File: src/rtl/bin_enc_pkg.sv
// Shared types and helpers for the binary encoders.
// Also provides the `High/`Low active-level macros when they are not already defined.
`ifndef High
`define High 1'b1
`endif
`ifndef Low
`define Low 1'b0
`endif

package bin_enc_pkg;

   typedef enum logic {
      IDLE = 1'b0,
      SCAN = 1'b1
   } bin_enc_state_t;

   // True when exactly one bit of v is set (v is non-zero and a power of two).
   function automatic logic onehot_cnt_is1(input logic [63:0] v);
      return (v != 64'd0) && ((v & (v - 64'd1)) == 64'd0);
   endfunction

endpackage

File: src/rtl/bin_enc_iter_pri_enc.sv
// Combinational priority encoder: index of the lowest (or, with MSB_FIRST, highest) set bit.
// The zero flag is set and the index is 0 when no bit is set.
module pri_enc #(
   parameter  int IN_W      = 8,
   parameter  bit MSB_FIRST = 1'b0,
   localparam int OUT_W     = $clog2(IN_W)
) (
   input  logic [IN_W-1:0]  req_i,
   output logic [OUT_W-1:0] idx_o,
   output logic             zero_o
);

   always_comb begin
      idx_o  = '0;
      zero_o = (req_i == '0);
      if (MSB_FIRST) begin
         // Ascending sweep: the last hit is the highest set bit.
         for (int i = 0; i < IN_W; i++) begin
            if (req_i[i]) idx_o = OUT_W'(i);
         end
      end else begin
         for (int i = IN_W - 1; i >= 0; i--) begin
            if (req_i[i]) idx_o = OUT_W'(i);
         end
      end
   end

endmodule

File: src/rtl/bin_enc_iter.sv
// Iterative binary encoder: serialises the index of every active request bit, one per beat.
// Define BIN_ENC_ITER_MSB_FIRST_EN to emit indices in descending instead of ascending order.
module bin_enc_iter
   import bin_enc_pkg::*;
#(
   parameter  int   IN_W  = 8,
   parameter  logic ACT   = `High,
   localparam int   OUT_W = $clog2(IN_W)
) (
   input  logic             clk,
   input  logic             reset_,
   input  logic             in_valid,
   output logic             in_ready,
   input  logic [IN_W-1:0]  in,
   output logic             out_valid,
   input  logic             out_ready,
   output logic [OUT_W-1:0] out,
   output logic             out_last,
   output logic             busy
);

`ifdef BIN_ENC_ITER_MSB_FIRST_EN
   localparam bit MsbFirst = 1'b1;
`else
   localparam bit MsbFirst = 1'b0;
`endif

   bin_enc_state_t   state_q, state_d;
   logic [IN_W-1:0]  pend_q, pend_d;
   logic [IN_W-1:0]  req;
   logic [OUT_W-1:0] idx;
   logic             pend_zero;
   logic             last;

   assign req  = (ACT == `High) ? in : ~in;
   assign last = onehot_cnt_is1(64'(pend_q));

   pri_enc #(
      .IN_W      (IN_W),
      .MSB_FIRST (MsbFirst)
   ) u_pri_enc (
      .req_i  (pend_q),
      .idx_o  (idx),
      .zero_o (pend_zero)
   );

   always_ff @(posedge clk or negedge reset_) begin
      if (!reset_) begin
         state_q <= IDLE;
         pend_q  <= '0;
      end else begin
         state_q <= state_d;
         pend_q  <= pend_d;
      end
   end

   always_comb begin
      state_d = state_q;
      pend_d  = pend_q;
      unique case (state_q)
         IDLE: begin
            // An all-zero vector completes its handshake here and emits nothing.
            if (in_valid && (req != '0)) begin
               pend_d  = req;
               state_d = SCAN;
            end
         end
         SCAN: begin
            if (out_ready) begin
               pend_d = pend_q & ~(IN_W'(1) << idx);
               if (last) state_d = IDLE;
            end
         end
         default: begin
            state_d = IDLE;
            pend_d  = '0;
         end
      endcase
   end

   assign in_ready  = (state_q == IDLE);
   assign busy      = (state_q == SCAN);
   assign out_valid = (state_q == SCAN) && !pend_zero;
   assign out       = idx;
   assign out_last  = last;

endmodule

File: config.mk
export PLATFORM = sky130hd
export DESIGN_NAME = bin_enc_iter
export DESIGN_NICKNAME = d
export VERILOG_FILES = /design/src/rtl/bin_enc_pkg.sv /design/src/rtl/bin_enc_iter_pri_enc.sv /design/src/rtl/bin_enc_iter.sv
export SDC_FILE = /design/constraint.sdc
export NUM_CORES = 1
export LEC_CHECK = 0
export ABC_CLOCK_PERIOD_IN_PS = 2000
export BUFFER_PORTS_ARGS = -buffer_cell sky130_fd_sc_hd__buf_4
export CAP_MARGIN = 20
export CORE_UTILIZATION = 35
export CTS_BUF_LIST = sky130_fd_sc_hd__clkbuf_2 sky130_fd_sc_hd__clkbuf_4 sky130_fd_sc_hd__clkbuf_8
export CTS_CLUSTER_SIZE = 8
export DETAILED_ROUTE_END_ITERATION = 7
export GPL_ROUTABILITY_DRIVEN = 0
export GPL_TIMING_DRIVEN = 0
export SLEW_MARGIN = 40
export SYNTH_ARGS = -nofsm -noshare
export SYNTH_HDL_FRONTEND = slang
export SYNTH_HIERARCHICAL = 1
export SYNTH_SLANG_ARGS = --single-unit
File: constraint.sdc
create_clock -name clk -period 2 [get_ports clk]
set_clock_uncertainty 0.05 [all_clocks]
set_input_delay 0.3 -clock clk [delete_from_list [all_inputs] [get_ports clk]]
set_output_delay 0.3 -clock clk [all_outputs]
set_load 0.02 [all_outputs]
* Word-level counts from Yosys, hierarchy flattened *
Cells that the tools add are included.
W data, S select, Z words.

word-level totals
  output and inout bits = 7
  register bits after elaboration = 9
  input bits = 12
  logic and storage cells = 34

operators by class
  bitwise operators = 4
  shift-type cells = 1
  equality and inequality tests = 2
  reductions and logical operators = 9
  $add $sub $neg = 1
  mux-type cells = 15

operator list
  operator               count
  $and A8 B64 Y64        1
  $logic_not A64 Y1      1
  $mux W3                8
  $mux W8                2
  $pmux W8 S2            1
  $reduce_bool A8 Y1     2
  $sub A8 B1 Y9 const B  1
  $and A8 B8 Y8          1
  $logic_not A8 Y1       1
  $not A8 Y8             1
  $shl A1 B3 Y8 const A  1
  $logic_and A1 B1 Y1    3
  $mux W1                3
  $ne A2 B1 Y1 const B   1
  $ne A2 B2 Y1 const B   1
  $pmux W1 S2            1
  $reduce_and A2 Y1      1
  $logic_not A1 Y1       1
  $not A1 Y1             1

* Longest topological paths before layout *
Gate-level depths: netlist of run 1.

  depth after elaboration = 13
  depth in mapped cells = 7
  gate-level depth less buffers = 7

* By module *
Netlist of run 1, hierarchy kept.

by module, submodules not included
  module        seq. area each (sq um)  times used  cells an instance  area each (sq um)
  bin_enc_iter  225.2                   1           60                 581.8
  pri_enc       0.0                     1           14                 86.3

* Worst setup path before layout of run 1 *
No wires, ideal clock.

  kind = register to register
  from = register pend_q[2]
  to = register pend_q[5]
  stages on the path, launching flop included = 8
  library setup time = 0.121 ns
  buffers on the path = 0
  clock period less this slack = 1.967 ns
  arrival time = 1.796 ns
  path slack = 0.033 ns
  data required time = 1.829 ns
  cell sequence = dfrtp_1 -> nor2_1 -> nand2_1 -> a21oi_1 -> inv_1 -> nor3b_1 -> o21ai_0 -> a22o_1

on the way
  cells in the longest elaborated chain, start to end = 8

RTL lines
  element                 RTL line                    source
  start, declared         bin_enc_iter.sv:29          logic [IN_W-1:0] pend_q, pend_d;
  start signal, assigned  bin_enc_iter.sv:53          pend_q <= pend_d;
  $mux W3 (3 in a row)    bin_enc_iter_pri_enc.sv:23  if (req_i[i]) idx_o = OUT_W'(i);
  named net out[2]        bin_enc_iter.sv:17          output logic [OUT_W-1:0] out,
  $shl A1 B3 Y8           bin_enc_iter.sv:70          pend_d = pend_q & ~(IN_W'(1) << idx);
  $not A8 Y8              bin_enc_iter.sv:70
  $and A8 B8 Y8           bin_enc_iter.sv:70
  $mux W8                 bin_enc_iter.sv:69          if (out_ready) begin
  $pmux W8 S2             bin_enc_iter.sv:60          unique case (state_q)

The timed path passes the listed nets, and every way through them passes these cells. The select of a mux whose other input is x is not followed.
A chain may end at the register's enable or synchronous reset.

* Worst setup path after layout of run 1 *
  from = register pend_q[4]
  to = output out[1]

on the way
  cells in the longest elaborated chain, start to end = 5

RTL lines
  element               RTL line
  $mux W3 (5 in a row)  bin_enc_iter_pri_enc.sv:23
  end, declared         bin_enc_iter.sv:17

No other way between the ends.

==> qor.yml, run 1 <==
status:
  outcome: "finished, final reports clean"
drt:
  drt_pre_antenna_iters: 4
  antenna_left: 0
  routed_wl_um: 1700
  post_drt_via_cell_ratio: 5.45
  dr_total_vias: 687
  detailedRoute.firstIterationViolations: 8
  routedWlPerCell_um: 13.5
  drc: 0
worst_hold_path:
  hp-start: "out_ready"
  timing.hold.worst.class: "in -> reg"
clock_network:
  clk_root_buffer_cell: "sky130_fd_sc_hd__clkbuf_4"
  worst_setup_hold_path_clk_slew_ns: 0.06
  cts_tree: "done"
  cts_max_path_buffers: 2
  h_tree_lvls: 1
  clk-insertion-delay-late_ns: 0.26
  clk_sinks: 9
  cts_buffers: 3
global_route:
  grt_first_pass_wirelength_um: 2700
  grt_overflow: 0
  antenna_found_initial: 0
  first_global_vias: 599
  grt_max_degree: 11
  groute.usage.overall: 0.182
power:
  total_power_w: 0.00167
  power.density_cell_area_nw_per_um2: 1830
  power.static_leakage_nw: 0.401
  worst_ir_drop_vdd_mv: 0.893
worst_setup_path:
  worst_path_largest_cell_delay_ns: 0.46
  critical_path_start_end_classification: "reg -> out"
  critical_path_buf_inv_count: 1
  r2r-start: "pend_q[3]$_DFFE_PN0P_"
  critical-path-top-delay-family: "compound AO/OA/AOI/OAI gates"
  crit_path_top_delay_cell: "sky130_fd_sc_hd__dfrtp_1"
  critPathRequiredTime_ns: 1.65
  timing.critical_path.cells: "nor2_2, o21ai_1, a21boi_1, buf_4"
  timing.critical_path.from_type: "register"
  crit_path_end_kind: "output port"
  critical_path_origin: "pend_q[4]$_DFFE_PN0P_"
  path_max_fanout: 7
  crit_arrival_ns: 1.63
yosys:
  synth.net_count: 86
  synth_compound_gate_area_share: 0.322
  syn_area_sq_um: 668
  post_synth_xor_area_fraction: 0
  syn-instance-count: 74
  synth_sequential_area_ratio: 0.337
  syn-mean-instance-area_sq_um: 9.03
  yosys_warnings: 6
  yosys.area_share.adder: 0
  synth_top_family_by_area: "compound AO/OA/AOI/OAI gates"
  number_of_distinct_library_cells_after_synthesis: 29
  synth_simple_gate_area_share: 0.311
  yosys-mux-area-fraction: 0
  synth_seq_cells: 9
layout:
  fillCellCount: 174
  final_layout_size_suffix_gt1_frac: 0.366
  design.final.nets: 114
  area_growth_syn_to_fin_pct: 36.3
  utilization: 0.516
  antennaDiodeCount: 0
sta:
  timing.final.setup_violations: 0
  report.final.hold_viol_count: 0
  worst_pin_slew_ns: 0.599
  worst_slew_margin_rel: 0.596
  rsz0062_at_grt: "true"
  fin_crit_sh: 0.991
  max_freq_ghz: 0.505
  finalWorstPathRequiredPeriod_ns: 1.98
  maxSlewViolCount: 0
  hold_slack_ns: 0.215
floorplanning:
  start_util: 0.379
  core_sq_um: 1760
  fp.dieH_um: 45.7
  floorplan.rows: 15
  die-area_sq_um: 2090
  num_io_pins: 19
  die_w_um: 45.7
place:
  io_buffer_count: 18
  hpwl_um: 1280
run:
  timing.max_cap.violations: 0
-- final cells by class --
| type | instances | area, sq um | area share |
|---|---|---|---|
| clock buffers | 4 | 30.0 | 0.0330 |
| flip-flops and latches | 9 | 228 | 0.250 |
| inverters | 4 | 15.0 | 0.0165 |
| well taps | 25 | 31.3 | 0.0343 |
| plain buffers | 1 | 5.00 | 0.00549 |
| repair buffers | 23 | 179 | 0.196 |
| multi-input cells | 60 | 423 | 0.464 |
-- cell families (layout without fill, tap and decap cells) --
kind of cell           after synthesis  in the layout
and+or+nand+nor                     32             32
AOI/OAI and AO/OA                   28             28
DFF                                  9              9
buffers and inverters                5             32
-- cell usage in the layout, fill, tap and decap left out, types with 2 or more instances in the layout --
cell type                  Yosys  routed
sky130_fd_sc_hd__a211oi_1      2       2
sky130_fd_sc_hd__a21oi_1       3       3
sky130_fd_sc_hd__a22o_1        7       7
sky130_fd_sc_hd__buf_4         0      21
sky130_fd_sc_hd__clkbuf_4      0       4
sky130_fd_sc_hd__dfrtp_1       9       7
sky130_fd_sc_hd__dfrtp_2       0       2
sky130_fd_sc_hd__inv_1         4       4
sky130_fd_sc_hd__nand2_1       4       4
sky130_fd_sc_hd__nand2b_1      2       2
sky130_fd_sc_hd__nand4b_1      4       4
sky130_fd_sc_hd__nor2_1        9       9
sky130_fd_sc_hd__nor3_1        2       2
sky130_fd_sc_hd__nor3b_1       2       2
sky130_fd_sc_hd__nor4_1        2       2
sky130_fd_sc_hd__o21ai_0       8       8
-- through the flow --
| step | TNS, ns | setup slack [ns] | std cells | instance area [sq um] |
|---|---|---|---|---|
| after detailed placement | 0 | 0.0525 | 117 | 835 |
| after global placement | 0 | 0.0959 | 117 | 835 |
| after global routing | -0.601 | -0.117 | 126 | 911 |
| final | 0 | 0.0189 | 126 | 911 |
| after floorplan | 0 | 0.0334 | 74 | 668 |
| after CTS | 0 | 0.000379 | 125 | 900 |
-- synth_stat cells (all sizes together) --
master / instances / area share
nor3: 2 / 0.015
o21ai: 10 / 0.081
and3b: 1 / 0.013
inv: 4 / 0.022
and4: 2 / 0.030
nand2b: 2 / 0.019
buf: 1 / 0.0075
nand4b: 4 / 0.052
a211oi: 2 / 0.022
a21boi: 1 / 0.011
o41ai: 1 / 0.024
nor2b: 1 / 0.0094
nor4: 3 / 0.051
o21bai: 1 / 0.011
a21oi: 3 / 0.022
nor3b: 2 / 0.022
a31oi: 1 / 0.032
a22o: 8 / 0.11
a21o: 1 / 0.011
nand2: 5 / 0.039
nor2: 10 / 0.060
dfrtp: 9 / 0.34
-- power by group --
part	leakage [nW]	switching, W	internal [W]	total [W]
combinational	0.274	0.000553	0.000512	0.00106
sequential	0.108	0.000182	0.000271	0.000452
clock	0.0184	0.0000600	0.0000902	0.000150
total	0.401	0.000794	0.000872	0.00167
-- timing repair --
action | CTS | global route
endpoints found under the hold margin | 9 | 0
hold buffers | 1 | 0
endpoints found under the setup margin | 1 | 8
buffers inserted | 3 | 1
resized for setup | 2 | 1
pin swaps | 2 | 5
-- metal layers --
metal	up-vias	track usage	wire length, um
met3	0	0.0357	61
met2	22	0.303	813
met5	-	0	0
li1	338	-	-
met1	327	0.245	828
met4	0	0.0353	0
-- registers in the layout, summed over array words and instances (netlist names) --
signal	count
busy	1
pend_q	8
-- worst paths after layout --
kind                                         end  slack, ns  cells after the start
max in group asynchronous  pend_q[0]$_DFFE_PN0P_       1.40                      2
max                                       out[1]       0.02                      4
max reg2reg                pend_q[5]$_DFFE_PN0P_       0.04                      7
min reg2reg                pend_q[0]$_DFFE_PN0P_       0.56                      1
min in group asynchronous  pend_q[5]$_DFFE_PN0P_       0.36                      2
min                               busy$_DFF_PN0_       0.22                      2
(Power assumes the default switching activity.)
==> run 2, diff against run 1 <==
Settings changed: ABC_AREA from default to 1, SYNTH_HIERARCHICAL 1 to default.
==> run 2 against run 1 <==
  * First-iteration DRC count rose by 88%
  * Final area decreased by 0.55%
  * Via count rose by 5.8%
  * Die area up 3.0%
  * Global-route usage rose by 1.3 points
  * Synthesized area grew 3.2%
  * Final cell count increased by 20%
  * Routed wire length up 4.3%
  * Critical path depth grew 3
  * Clock power up 11%
  * Critical path type unchanged
  * Largest cell class unchanged
  * Highest routed layer is now met4
==> qor.yml, run 2 <==
layout:
  final_layout_size_suffix_gt1_frac: 0.310
  layout_commonest_cell: "sky130_fd_sc_hd__nand2_1"
  area_growth_syn_to_fin_pct: 31.4
  antennaDiodeCount: 0
  largest_register: "pend_q"
  largest_register_ffs: 8
  layout.cells.most_common_list: "sky130_fd_sc_hd__nand2_1, sky130_fd_sc_hd__buf_4, sky130_fd_sc_hd__inv_1, sky130_fd_sc_hd__nand3_1"
  multi_input_area_sq_um: 408
  fillCellCount: 187
  design.final.nets: 139
  ff_latch_area_sq_um: 225
  stdcell_count: 151
sta:
  max_freq_ghz: 0.541
  final.setup.worst_slack_ns: 0.151
  fin_crit_sh: 0.924
  rsz0062_at_grt: "false"
  worst_pin_slew_ns: 0.250
  tns_ns: 0
  worst_slew_margin_rel: 0.833
  finalWorstPathRequiredPeriod_ns: 1.85
  maxSlewViolCount: 0
  report.final.hold_viol_count: 0
  timing.final.setup_violations: 0
  hold_slack_ns: 0.236
worst_hold_path:
  timing.hold.worst.class: "in -> reg"
  min_delay_path_depth: 3
  hp-start: "in[0]"
  capture_endpoint_of_the_worst_hold_path: "pend_q[0]$_DFFE_PN0P_"
floorplanning:
  core_sq_um: 1780
  fp.dieH_um: 46.4
  floorplan.rows: 15
  die_w_um: 46.4
  start_util: 0.387
  num_io_pins: 19
  die-area_sq_um: 2150
global_route:
  grt_first_pass_wirelength_um: 2880
  grt_overflow: 0
  antenna_found_initial: 0
  grt_max_degree: 11
  first_global_vias: 632
  groute.usage.overall: 0.195
drt:
  drt_pre_antenna_iters: 4
  post_drt_via_cell_ratio: 4.81
  antenna_left: 0
  detailedRoute.firstIterationViolations: 15
  drc: 0
  routed_wl_um: 1780
  dr_total_vias: 727
  routedWlPerCell_um: 11.8
yosys:
  syn_area_sq_um: 689
  syn-mean-instance-area_sq_um: 6.69
  synth_async_sr_flop_share: 1.00
  yosysTopAreaCellShare: 0.327
  ys_top_cells_by_count: "sky130_fd_sc_hd__nand2_1, sky130_fd_sc_hd__inv_1, sky130_fd_sc_hd__nand3_1"
  synth_area_leaders: "sky130_fd_sc_hd__dfrtp_1, sky130_fd_sc_hd__nand2_1, sky130_fd_sc_hd__o21ai_2"
  yosys_warnings: 0
  postSynth.topFlopCell: "sky130_fd_sc_hd__dfrtp_1"
  syn-instance-count: 103
  post-synth-top-count-cell: "sky130_fd_sc_hd__nand2_1"
  library_cell_with_the_largest_summed_area_after_synthesis: "sky130_fd_sc_hd__dfrtp_1"
  synth_sequential_area_ratio: 0.327
  number_of_distinct_library_cells_after_synthesis: 18
  synth_enable_flop_cells: 0
  synth_seq_cells: 9
  synth.net_count: 115
power:
  netSwitchingPower_w: 0.000854
  internal_power_w: 0.000795
  worst_ir_drop_vdd_mv: 0.682
  p_seq_frac: 0.219
  proportion_of_power_drawn_by_the_clock_network: 0.101
  power.density_cell_area_nw_per_um2: 1820
  power.switching_fraction: 0.518
  power.static_leakage_nw: 0.466
  p_comb_frac: 0.680
  total_power_w: 0.00165
worst_setup_path:
  critical_path_start_end_classification: "reg -> out"
  r2r-start: "busy$_DFF_PN0_"
  critPathRequiredTime_ns: 1.65
  critical_path_buf_inv_count: 2
  crit_path_top_delay_cell: "sky130_fd_sc_hd__dfrtp_1"
  path_max_fanout: 4
  critical-path-top-cell-by-count: "sky130_fd_sc_hd__nand2_1"
  crit-reg2reg-capture: "pend_q[3]$_DFFE_PN0P_"
  regToRegSetupSlack_ns: 0.65
  worst-r2r-cell-count: 7
  crit_arrival_ns: 1.50
  crit_path_end_kind: "output port"
  timing.critical_path.from_type: "register"
  critical-path-top-delay-family: "flip-flops"
  worst_path_largest_cell_delay_ns: 0.43
  timing.critical_path.cells: "inv_1, nand2_1, nand2_1, nand2_1, a21oi_1, and3_1, buf_4"
clock_network:
  clk_root_buffer_cell: "sky130_fd_sc_hd__clkbuf_4"
  worst_setup_hold_path_clk_slew_ns: 0.07
  cts_post_setup_buffers_inserted: 0
  clk-insertion-delay-late_ns: 0.27
  cts_buffers: 3
  cts_max_path_buffers: 2
  cts_tree: "done"
  clk_sinks: 9
  h_tree_lvls: 1
place:
  placed_cells: 146
  dp_slack_ns: 0.405
  io_buffer_count: 18
  hpwl_um: 1320
run:
  timing.max_cap.violations: 0
status:
  outcome: "finished, final reports clean"
## run 2: changes by cell type after synthesis, sizes merged, moves of 3 or more
cell / before / now
nand2: 5 / 33
nand3: 0 / 10
nor4: 3 / 0
nand4b: 4 / 0
inv: 4 / 12
o21ai: 10 / 18
a22o: 8 / 0
## run 2: worst reg2reg max path: cells and delay by family (launching register included)
| kind | cells | cell delay, ns |
|---|---|---|
| AO/OA/AOI/OAI | 2 | 0.24 |
| flip-flops | 1 | 0.47 |
| AND/OR/NAND/NOR | 3 | 0.22 |
| buffers and inverters | 2 | 0.29 |
## run 2: cell families after synthesis
logic type / synth area share
buf+inv: 0.0962
compound gates: 0.212
flops: 0.327
simple gates: 0.365
## run 2: worst max-delay path by stage
| stage | startpoint | cells past startpoint | slack, ns | to |
|---|---|---|---|---|
| detailed placement | pend_q[1]$_DFFE_PN0P_ | 5 | 0.41 | out_last |
| finish | pend_q[0]$_DFFE_PN0P_ | 7 | 0.15 | out_last |
| global placement | pend_q[1]$_DFFE_PN0P_ | 5 | 0.40 | out_last |
| global route | pend_q[0]$_DFFE_PN0P_ | 7 | 0.04 | out_last |
| floorplan | busy$_DFF_PN0_ | 3 | 0.52 | out_valid |
| CTS | pend_q[1]$_DFFE_PN0P_ | 5 | 0.11 | out_last |
## run 2: area by class of cell
type,instances,area share
buffer,3,0.0235
clock buffer,4,0.0331
inverter,12,0.0497
multi-input combinational,79,0.450
sequential,9,0.249
tap,25,0.0345
timing repair buffer,19,0.160
## run 2: power by group through the flow
stage                     Combinational, W  Sequential [W]  Clock [W]
after floorplan                   0.000770        0.000343          0
after global placement             0.00110        0.000350          0
after detailed placement           0.00111        0.000350          0
after CTS                          0.00111        0.000347   0.000171
after global routing               0.00125        0.000377   0.000184
final                              0.00112        0.000362   0.000166
## run 2: what timing repair did
action	in CTS	in global routing
hold buffers	1	0
resized for setup	0	2
setup endpoints to repair	0	1
endpoints found under the hold margin	9	0
## run 2: layer usage
metal	vias up	share of wire	global-route usage
li1	382	-	-
met1	318	0.50	0.277
met2	23	0.44	0.281
met3	4	0.039	0.0118
met4	0	0.019	0.124
met5	-	0	0
## run 2: per-stage QoR
stage                util  area [sq um]
floorplan               -           689
global placement    0.480           856
detailed placement  0.480           856
CTS                 0.502           896
global route        0.508           906
finish              0.508           906
==> run 3, diff against run 2 <==
Settings changed: ABC_AREA 1 to default.
==> run 3 against run 2 <==
  * Core utilization up 5.5 points
  * Via count up 6.1%
  * Final cell count down 12%
  * Critical path type unchanged
==> qor.yml, run 3 <==
worst_setup_path:
  critical_path_start_end_classification: "reg -> out"
  critPathRequiredTime_ns: 1.65
  worst_path_largest_cell_delay_ns: 0.44
  timing.critical_path.from_type: "register"
  regToRegSetupSlack_ns: 0.25
  critical_path_origin: "pend_q[5]$_DFFE_PN0P_"
  crit-reg2reg-capture: "busy$_DFF_PN0_"
  crit_path_top_delay_cell: "sky130_fd_sc_hd__dfrtp_2"
  critical-path-top-cell-by-count: "sky130_fd_sc_hd__buf_4"
  crit_path_end_kind: "output port"
  path_max_fanout: 6
  r2r-start: "pend_q[0]$_DFFE_PN0P_"
  worst-r2r-cell-count: 7
  crit_arrival_ns: 1.64
  timing.critical_path.cells: "buf_4, nor2_1, o21ai_0, a21oi_1, buf_4"
layout:
  layout_commonest_cell: "sky130_fd_sc_hd__buf_4"
  largest_register: "pend_q"
  antennaDiodeCount: 0
  fillCellCount: 165
  final_layout_size_suffix_gt1_frac: 0.509
  area_growth_syn_to_fin_pct: 50.1
  layout.cells.most_common_list: "sky130_fd_sc_hd__buf_4, sky130_fd_sc_hd__nor2_1, sky130_fd_sc_hd__nand2_1"
  largest_register_ffs: 8
  design.final.nets: 121
sta:
  fin_crit_sh: 0.997
  rsz0062_at_grt: "true"
  timing.final.setup_violations: 0
  tns_ns: 0
  worst_pin_slew_ns: 0.447
  finalWorstPathRequiredPeriod_ns: 1.99
  max_freq_ghz: 0.501
  report.final.hold_viol_count: 0
  maxSlewViolCount: 0
  worst_slew_margin_rel: 0.699
clock_network:
  worst_setup_hold_path_clk_slew_ns: 0.07
  clk_root_buffer_cell: "sky130_fd_sc_hd__clkbuf_4"
  cts_max_path_buffers: 2
  clk-insertion-delay-late_ns: 0.26
  clk_sinks: 9
  h_tree_lvls: 1
  cts_tree: "done"
  cts_buffers: 3
floorplanning:
  num_io_pins: 19
  die_w_um: 45.2
  core_sq_um: 1750
  fp.dieH_um: 45.2
  floorplan.rows: 15
  start_util: 0.375
  die-area_sq_um: 2050
yosys:
  syn-mean-instance-area_sq_um: 8.84
  syn-instance-count: 74
  synth_area_leaders: "sky130_fd_sc_hd__dfrtp_1, sky130_fd_sc_hd__nor2_1, sky130_fd_sc_hd__a21oi_1"
  library_cell_with_the_largest_summed_area_after_synthesis: "sky130_fd_sc_hd__dfrtp_1"
  yosysTopAreaCellShare: 0.344
  synth.net_count: 86
  synth_async_sr_flop_share: 1.00
  synth_seq_cells: 9
  number_of_distinct_library_cells_after_synthesis: 31
  yosys_warnings: 0
  synth_enable_flop_cells: 0
  syn_area_sq_um: 654
  ys_top_cells_by_count: "sky130_fd_sc_hd__dfrtp_1, sky130_fd_sc_hd__nor2_1, sky130_fd_sc_hd__a21oi_1, sky130_fd_sc_hd__nand2_1"
  postSynth.topFlopCell: "sky130_fd_sc_hd__dfrtp_1"
  synth_sequential_area_ratio: 0.344
drt:
  drc: 0
  post_drt_via_cell_ratio: 5.80
  drt_pre_antenna_iters: 4
  routedWlPerCell_um: 16.2
  detailedRoute.firstIterationViolations: 54
  routed_wl_um: 2150
  dr_total_vias: 771
  antenna_left: 0
global_route:
  grt_max_degree: 10
  first_global_vias: 690
  antenna_found_initial: 0
  grt_first_pass_wirelength_um: 3120
  groute.usage.overall: 0.222
  grt_overflow: 0
place:
  hpwl_um: 1310
  io_buffer_count: 18
power:
  power.density_cell_area_nw_per_um2: 1860
  total_power_w: 0.00183
  worst_ir_drop_vdd_mv: 0.780
  power.static_leakage_nw: 0.453
worst_hold_path:
  min_delay_path_depth: 3
  hp-start: "in[3]"
  timing.hold.worst.class: "in -> reg"
  capture_endpoint_of_the_worst_hold_path: "pend_q[3]$_DFFE_PN0P_"
status:
  outcome: "finished, final reports clean"
run:
  timing.max_cap.violations: 0
-- run 3: stage by stage --
stage | std cells | utilization | hold slack (ns) | instance area [sq um] | setup WS (ns)
detailed placement | 117 | 0.470 | 0.0818 | 821 | 0.151
finish | 133 | 0.563 | 0.194 | 982 | 0.00510
floorplan | 74 | - | -0.0456 | 654 | 0.166
global placement | 117 | 0.470 | 0.0817 | 821 | 0.193
global route | 133 | 0.563 | 0.197 | 982 | -0.0688
CTS | 130 | 0.543 | 0.185 | 947 | 0.0101
-- run 3: power by group --
| group | switching, W | total [W] | leakage (nW) | internal (W) |
|---|---|---|---|---|
| Combinational | 0.000657 | 0.00125 | 0.331 | 0.000598 |
| Sequential | 0.000149 | 0.000420 | 0.104 | 0.000271 |
| Clock | 0.0000774 | 0.000151 | 0.0177 | 0.0000739 |
| Total | 0.000883 | 0.00183 | 0.453 | 0.000942 |
-- run 3: worst max path at each step --
stage,end,slack [ns],cells after the start
floorplan,out_last,0.17,5
global placement,out_last,0.19,6
detailed placement,out_last,0.15,6
CTS,out_last,0.01,7
global route,out[1],-0.07,5
finish,out[1],0.005,5
-- run 3: worst max-delay path, delay by kind of cell (launching register included) --
| kind | cells | cell delay, ns |
|---|---|---|
| flops | 1 | 0.44 |
| compound gates | 2 | 0.37 |
| buf+inv | 2 | 0.33 |
| simple gates | 1 | 0.24 |
-- run 3: timing repair --
action                                  CTS  global route
gates cloned                              0             0
pin swaps                                 3             1
hold endpoints to repair                  9             0
hold buffers                              1             0
setup buffers                             8             4
endpoints found under the setup margin    1             2
resized for setup                         9             4
-- run 3: cell type report --
class	instances	area, sq um	share of cell area
clock inverter	1	5.00	0.00510
clock buffer	3	22.5	0.0229
buffer	2	22.5	0.0229
multi-input combinational	58	415	0.423
inverter	4	15.0	0.0153
sequential	9	231	0.236
timing repair buffer	31	239	0.243
tap	25	31.3	0.0318
-- run 3: kinds of logic after synthesis --
kind of cell,synth area share
AND/OR/NAND/NOR,0.231
AO/OA/AOI/OAI,0.359
buffers and inverters,0.0650
flip-flops,0.344
-- run 3: per-layer routing --
layer  wire length, um  share of wire  track usage  vias to the layer above
met1               821           0.38        0.272                      358
li1                  -              -            -                      346
met3               217           0.10       0.0480                        6
met4                39          0.018        0.115                        0
met2              1070           0.50        0.362                       61
met5                 0              0            0                        -
